**src/rtl/wb_stage_fwd_reg.sv**
```systemverilog
`default_nettype none
// ============================================================================
// Module   : wb_stage_fwd_reg
// Brief    : MEM/WB pipeline register with stall/flush, retired-write history
//            and combinational forwarding lookups (youngest match wins).
//            Optional macro WB_HIST_CLR_EN adds a synchronous history clear.
// Revision : 1.0 - initial release
// ============================================================================
module wb_stage_fwd_reg #(
  parameter int DATA_W     = 32,
  parameter int ADDR_W     = 5,
  parameter int HIST_DEPTH = 2,
  parameter int NUM_LOOKUP = 2
) (
  input  logic                         clk,
  input  logic                         reset,
  input  logic                         stall_in,
  input  logic                         flush_in,
`ifdef WB_HIST_CLR_EN
  input  logic                         hist_clr,
`endif
  input  logic                         valid_in,
  input  logic                         RegWrite_in,
  input  logic [DATA_W-1:0]            data_in,
  input  logic [ADDR_W-1:0]            dst_in,
  output logic                         valid,
  output logic                         RegWrite,
  output logic [DATA_W-1:0]            wb_data,
  output logic [ADDR_W-1:0]            wb_dst,
  input  logic [NUM_LOOKUP*ADDR_W-1:0] lk_addr,
  output logic [NUM_LOOKUP-1:0]        lk_hit,
  output logic [NUM_LOOKUP*DATA_W-1:0] lk_data,
  output logic [3:0]                   hist_count
);

  localparam logic [3:0] HIST_MAX = 4'(HIST_DEPTH);

  logic [HIST_DEPTH-1:0] hist_vld;
  logic [ADDR_W-1:0]     hist_addr [HIST_DEPTH];
  logic [DATA_W-1:0]     hist_data [HIST_DEPTH];
  logic                  commit;
  logic                  clr;

  // A flush still lets the outgoing instruction retire; only a plain stall holds it.
  assign commit = RegWrite & (~stall_in | flush_in);

`ifdef WB_HIST_CLR_EN
  assign clr = hist_clr;
`else
  assign clr = 1'b0;
`endif

  always_ff @(posedge clk or negedge reset) begin
    if (!reset) begin
      valid    <= 1'b0;
      RegWrite <= 1'b0;
      wb_data  <= '0;
      wb_dst   <= '0;
    end else if (flush_in) begin
      valid    <= 1'b0;
      RegWrite <= 1'b0;
      wb_data  <= '0;
      wb_dst   <= '0;
    end else if (!stall_in) begin
      valid    <= valid_in;
      RegWrite <= RegWrite_in & valid_in & (dst_in != '0);
      wb_data  <= data_in;
      wb_dst   <= dst_in;
    end
  end

  always_ff @(posedge clk or negedge reset) begin
    if (!reset) begin
      hist_vld   <= '0;
      hist_count <= '0;
      for (int i = 0; i < HIST_DEPTH; i++) begin
        hist_addr[i] <= '0;
        hist_data[i] <= '0;
      end
    end else if (clr) begin
      hist_vld   <= '0;
      hist_count <= '0;
      for (int i = 0; i < HIST_DEPTH; i++) begin
        hist_addr[i] <= '0;
        hist_data[i] <= '0;
      end
    end else if (commit) begin
      for (int i = HIST_DEPTH - 1; i > 0; i--) begin
        hist_vld[i]  <= hist_vld[i-1];
        hist_addr[i] <= hist_addr[i-1];
        hist_data[i] <= hist_data[i-1];
      end
      hist_vld[0]  <= 1'b1;
      hist_addr[0] <= wb_dst;
      hist_data[0] <= wb_data;
      if (hist_count < HIST_MAX) begin
        hist_count <= hist_count + 4'd1;
      end
    end
  end

  for (genvar k = 0; k < NUM_LOOKUP; k++) begin : g_lookup
    logic [ADDR_W-1:0] addr;
    logic              hit;
    logic [DATA_W-1:0] data;

    assign addr = lk_addr[k*ADDR_W +: ADDR_W];

    // Walk oldest to youngest so later (younger) matches overwrite earlier ones.
    always_comb begin
      hit  = 1'b0;
      data = '0;
      for (int i = HIST_DEPTH - 1; i >= 0; i--) begin
        if (hist_vld[i] && (hist_addr[i] == addr)) begin
          hit  = 1'b1;
          data = hist_data[i];
        end
      end
      if (RegWrite && (wb_dst == addr)) begin
        hit  = 1'b1;
        data = wb_data;
      end
      if (addr == '0) begin
        hit  = 1'b0;
        data = '0;
      end
    end

    assign lk_hit[k]                   = hit;
    assign lk_data[k*DATA_W +: DATA_W] = data;
  end

endmodule
`default_nettype wire

```
**config.mk**
```make
export PLATFORM = sky130hd
export DESIGN_NAME = wb_stage_fwd_reg
export DESIGN_NICKNAME = d
export VERILOG_FILES = /design/src/rtl/wb_stage_fwd_reg.sv
export SDC_FILE = /design/constraint.sdc
export NUM_CORES = 1
export LEC_CHECK = 0
export CORE_MARGIN = 10
export CORE_UTILIZATION = 47
export DETAILED_ROUTE_END_ITERATION = 16
export GPL_TIMING_DRIVEN = 0
export PLACE_DENSITY = 0.79
export SETUP_SLACK_MARGIN = 0.15
export SLEW_MARGIN = 40
export SYNTH_ARGS = -nofsm -noshare
export SYNTH_HDL_FRONTEND = slang
export SYNTH_SLANG_ARGS = --single-unit
export TNS_END_PERCENT = 10
```
**constraint.sdc**
```tcl
create_clock -name clk -period 2.51 [get_ports clk]
set_input_delay 0.502 -clock clk [delete_from_list [all_inputs] [get_ports clk]]
set_output_delay 0.502 -clock clk [all_outputs]
set_load 0.02 [all_outputs]
```
==> Word-level counts from Yosys, hierarchy flattened <==
Index checks and enable logic that the tools add are counted.
W data, S select, Z words.
{ "word_totals": {"register_bits": 119, "input_bits": 53, "output_inout_bits": 109, "word_cells": 58} }
{ "classes": {"n_addsub": 1, "n_lt_le_gt_ge": 1, "n_eq_ne": 7, "mux": 24, "bitwise_logic": 5, "reduce_logical": 10} }
{ "op_table": {"columns": ["op", "n"], "rows": [
  ["$mux W32", 10],
  ["$eq A5 B5 Y1", 6],
  ["$mux W1", 12],
  ["$logic_not A5 Y1", 2],
  ["$mux W5", 2],
  ["$logic_and A1 B1 Y1", 6],
  ["$reduce_bool A5 Y1", 1],
  ["$add A4 B1 Y4 const B", 1],
  ["$lt A4 B2 Y1 const B", 1],
  ["$and A1 B1 Y1", 3],
  ["$ne A2 B1 Y1 const B", 1],
  ["$reduce_and A2 Y1", 1],
  ["$not A1 Y1", 1],
  ["$or A1 B1 Y1", 1]
]} }

==> Longest topological paths before layout <==
{ "depth": {"word_depth": 6, "depth_mapped": 9, "depth_no_buf": 5} }

==> Worst setup path after synthesis <==
Ideal clock, no wire load.
{ "synth_path": {"path_kind": "input to output", "from": "input port lk_addr[5]", "to": "output port lk_data[33]", "arrival_ps": 1913, "required_ps": 2008, "path_slack_ps": 95, "cell_stages": 8, "path_cell_list": "buf_2 > xor2_1 > nor4_1 > and3_1 > buf_6 > o221ai_4 > buf_6 > o2bb2ai_1"} }
{ "synth_via": {"elab_chain_len": 6} }
{ "synth_lines": {"columns": ["element", "line_no", "source"], "rows": [
  ["start: declaration", "30", "input logic [NUM_LOOKUP*ADDR_W-1:0] lk_addr,"],
  ["$eq A5 B5 Y1", "114", "if (hist_vld[i] && (hist_addr[i] == addr)) begin"],
  ["$logic_and A1 B1 Y1", "114", null],
  ["$mux W32 (2 in a row)", "114", null],
  ["$mux W32", "119", "if (RegWrite && (wb_dst == addr)) begin"],
  ["$mux W32 (*)", "123", "if (addr == '0) begin"],
  ["end: declaration", "32", "output logic [NUM_LOOKUP*DATA_W-1:0] lk_data,"]
]} }
Every way passes the cells marked *; elsewhere a longest branch is shown, timed or not.

==> Worst setup path in the final report <==
{ "layout_path": {"from": "register hist_addr[5] (netlist bit)", "to": "output port lk_hit[1]"} }
{ "layout_via": {"elab_chain_len": 5} }
{ "layout_lines": {"columns": ["element", "line_no", "source"], "rows": [
  ["start: declaration", "39", "logic [ADDR_W-1:0] hist_addr [HIST_DEPTH];"],
  ["start signal: indexed assignment", "90", "hist_addr[i] <= hist_addr[i-1];"],
  ["$eq A5 B5 Y1", "114", null],
  ["$logic_and A1 B1 Y1", "114", null],
  ["$mux W1", "114", null],
  ["$mux W1", "119", null],
  ["$mux W1", "123", null],
  ["end: declaration", "31", "output logic [NUM_LOOKUP-1:0] lk_hit,"]
]} }
Every way passes these cells.

==> metrics.cfg <==
[worst_hold_path]
min_to=hist_count[2]
min-delay-start=hist_count[2]
min_path_cells=1
min_path_type=flop to flop

[finish]
final_net_count=760
final_cell_mix=119 x dfrtp_1, 95 x mux2i_1, 83 x clkdlybuf4s50_1, 75 x mux2_2, 41 x buf_6
antenna_cells=0
regArea_um2=2980
layout_commonest_cell=dfrtp_1
fill_cells=1022
design_area_um2=9520
multi_input_area_um2=3600
layout-drive-gt1-share_pct=40.5
area_delta_synth_final_pct=44.8

[global_route]
antenna_found_initial=0
grt_pass1_vias=5477
grt-ovfl-total=0
grt_usage_pct=20.0
grt_start_max_net_pins=79
grt_pass1_wl_um=31100

[cts]
cts_tree=done
clk_latency_ns=0.41
clk_pin_slew_worst_paths_ns=0.05
cts_inserted_buffers=17
cts_sinks=119
clockRootBuffer=clkbuf_16
htree_num_levels=4
clockBufferDepth=2

[routing]
routedWlPerCell_um=21.6
route.detailed.drc=0
postRouteAntennaNets=0
vias_per_cell=5.53
wl_um=19400
num_vias=4970
drt-pass1-iter-count=4
drt_iter0_markers=262

[power]
power.leakage_uw=0.00416
power_density_nw_per_um2=685
irDropWorstVdd_v=0.000492

[setup_path]
cp_slowest_cell=dfrtp_1
end_kind=output port
reg2regPathDepth=4
r2r_start=RegWrite
r2r_end=hist_data[49]
cp_slowest_stage_delay_ns=0.40
path_cells=buf_4 -> xor2_1 -> nor4_1 -> and3_1 -> buf_6 -> buf_8 -> nor2_1 -> a21oi_2 -> buf_4 -> clkdlybuf4s15_2
r2r_setup_slack_ns=0.63
crit_top_cell=buf_4
critPathLaunchType=flop
crit_arrival_ns=2.62
required_ns=2.01
crit_type=flop to output port
path_max_fanout=10

[yosys]
synth_cells=509
syn_area_um2=6570
yosysWarnings=0
synth-seq-cells=119
yosysSeqAreaShare_pct=45.3
avgSynthCellArea_um2=12.9
synth_nets=563
synth.distinct_cells=31

[placed_design]
place_ws_ns=-1.25
portBuffers=158
gp_congestion=0.792
hpwlAfterDp_um=13600
place_area_um2=8410

[die]
die_w_um=138
num_rows=43
die_y_um=138
coreArea_um2=13800
die_area_um2=19100
start_util_pct=47.7
floorplan.io_pins=162

[status]
failed_checks=negative setup slack
status=complete, but fails checks

[sta]
finalClockSkew_ns=0.00570
fin_crit_ns=3.12
post-route-period-util_pct=124
timing.final.ws_setup_ns=-0.610
final_max_slew_viol_count=0
max_freq_mhz=321
rsz0062_at_grt=yes
slew-limit-headroom_pct=61.6
worst_pin_slew_ns=0.576
finalSetupViolCount=66
hold_violations=0

[run]
maxCapViolations=0

sequential cells by signal (all words and copies together) (netlist names):
name        flops
hist_addr      10
hist_count      4
wb_data        32
hist_data      64
RegWrite        1
valid           1
hist_vld        2
wb_dst          5
worst max path at each step:
stage	start	endpoint	slack, ns	depth (start not counted)
global route	hist_addr[5]	lk_data[47]	-0.67	9
detailed placement	lk_addr[8]	lk_data[52]	-1.25	8
global placement	reset	hist_count[1]	-3.53	1
finish	hist_addr[5]	lk_hit[1]	-0.61	10
CTS	hist_addr[6]	lk_data[24]	-0.48	8
floorplan	lk_addr[5]	lk_data[33]	0.1	8
cells by family after synthesis:
group / Yosys count / synth area share (%)
multiplexers: 176 / 28.2
flip-flops: 119 / 45.3
AND/OR/NAND/NOR: 65 / 4.72
XOR/XNOR: 31 / 4.13
buffers and inverters: 43 / 4.53
adder cells (fa/ha/maj): 1 / 0.190
AO/OA/AOI/OAI: 74 / 12.9
what timing repair did:
item | CTS | global route
hold buffers | 1 | 0
cloned | 3 | 0
endpoints found under the setup margin | 66 | 66
hold endpoints to repair | 41 | 0
resized for setup | 397 | 14
pin swaps | 11 | 6
setup buffers | 13 | 2
area by class of cell:
| type | count | share of cell area (%) |
|---|---|---|
| buffer | 42 | 3.88 |
| clock buffer | 24 | 5.38 |
| clock inverter | 7 | 0.959 |
| inverter | 1 | 0.0394 |
| multi-input combinational | 347 | 37.8 |
| sequential | 119 | 31.3 |
| tap | 180 | 2.37 |
| timing repair buffer | 178 | 18.3 |
synthesized netlist by cell type:
master / count / area share [%]
buf_4: 9 / 1.0
nor4_2: 1 / 0.19
nand2b_1: 1 / 0.095
o2bb2ai_1: 34 / 4.5
a21oi_1: 4 / 0.30
o21ai_1: 1 / 0.076
buf_2: 16 / 1.2
ha_1: 1 / 0.19
mux2_2: 75 / 13
nor3_1: 2 / 0.15
clkbuf_1: 6 / 0.34
o221ai_4: 2 / 0.80
nand3_1: 1 / 0.076
mux2i_1: 101 / 15
o211ai_1: 1 / 0.11
and3_1: 4 / 0.38
buf_6: 11 / 1.9
xnor2_1: 6 / 0.80
nor4_1: 6 / 0.57
nor2b_1: 1 / 0.095
a21o_1: 2 / 0.23
xor2_1: 25 / 3.3
or4_4: 1 / 0.17
nand2_1: 1 / 0.057
nand3_2: 1 / 0.15
nor2_1: 43 / 2.5
nor2_2: 1 / 0.095
o2bb2ai_2: 30 / 6.9
or4_1: 2 / 0.23
dfrtp_1: 119 / 45
inv_1: 1 / 0.057
per-layer routing:
layer | vias up | global-route usage, % | routed length, µm
met4 | 0 | 6.10 | 272
met2 | 141 | 33.6 | 9650
li1 | 2285 | - | -
met3 | 26 | 6.10 | 1190
met1 | 2518 | 24.0 | 8260
met5 | - | 0 | 0
power breakdown:
part           leakage (µW)  internal (µW)  switching (µW)
registers           0.00158           2230             330
logic               0.00228            789             726
clock network      0.000298           1610             834
worst max-delay path, delay by kind of cell (launching register included):
family          cells  cell delay (ns)
simple gates        3             0.64
buf+inv             5             0.83
xor+xnor            1             0.16
compound gates      1             0.17
flops               1             0.40
per-stage QoR:
| stage | TNS, ns | hold WS, ns | cells | total power [µW] | utilization (%) |
|---|---|---|---|---|---|
| finish | -31.51 | 0.509 | 898 | 6520 | 69.1 |
| CTS | -26.59 | 0.513 | 896 | 6530 | 68.6 |
| floorplan | 0 | 0.206 | 509 | 3380 | - |
| detailed placement | -77.34 | 0.414 | 848 | 3930 | 61.1 |
| global placement | -495.98 | 0.487 | 847 | 3860 | 60.8 |
| global route | -37.67 | 0.519 | 898 | 6820 | 69.1 |
Note: power is estimated with default switching activity, not from simulation.
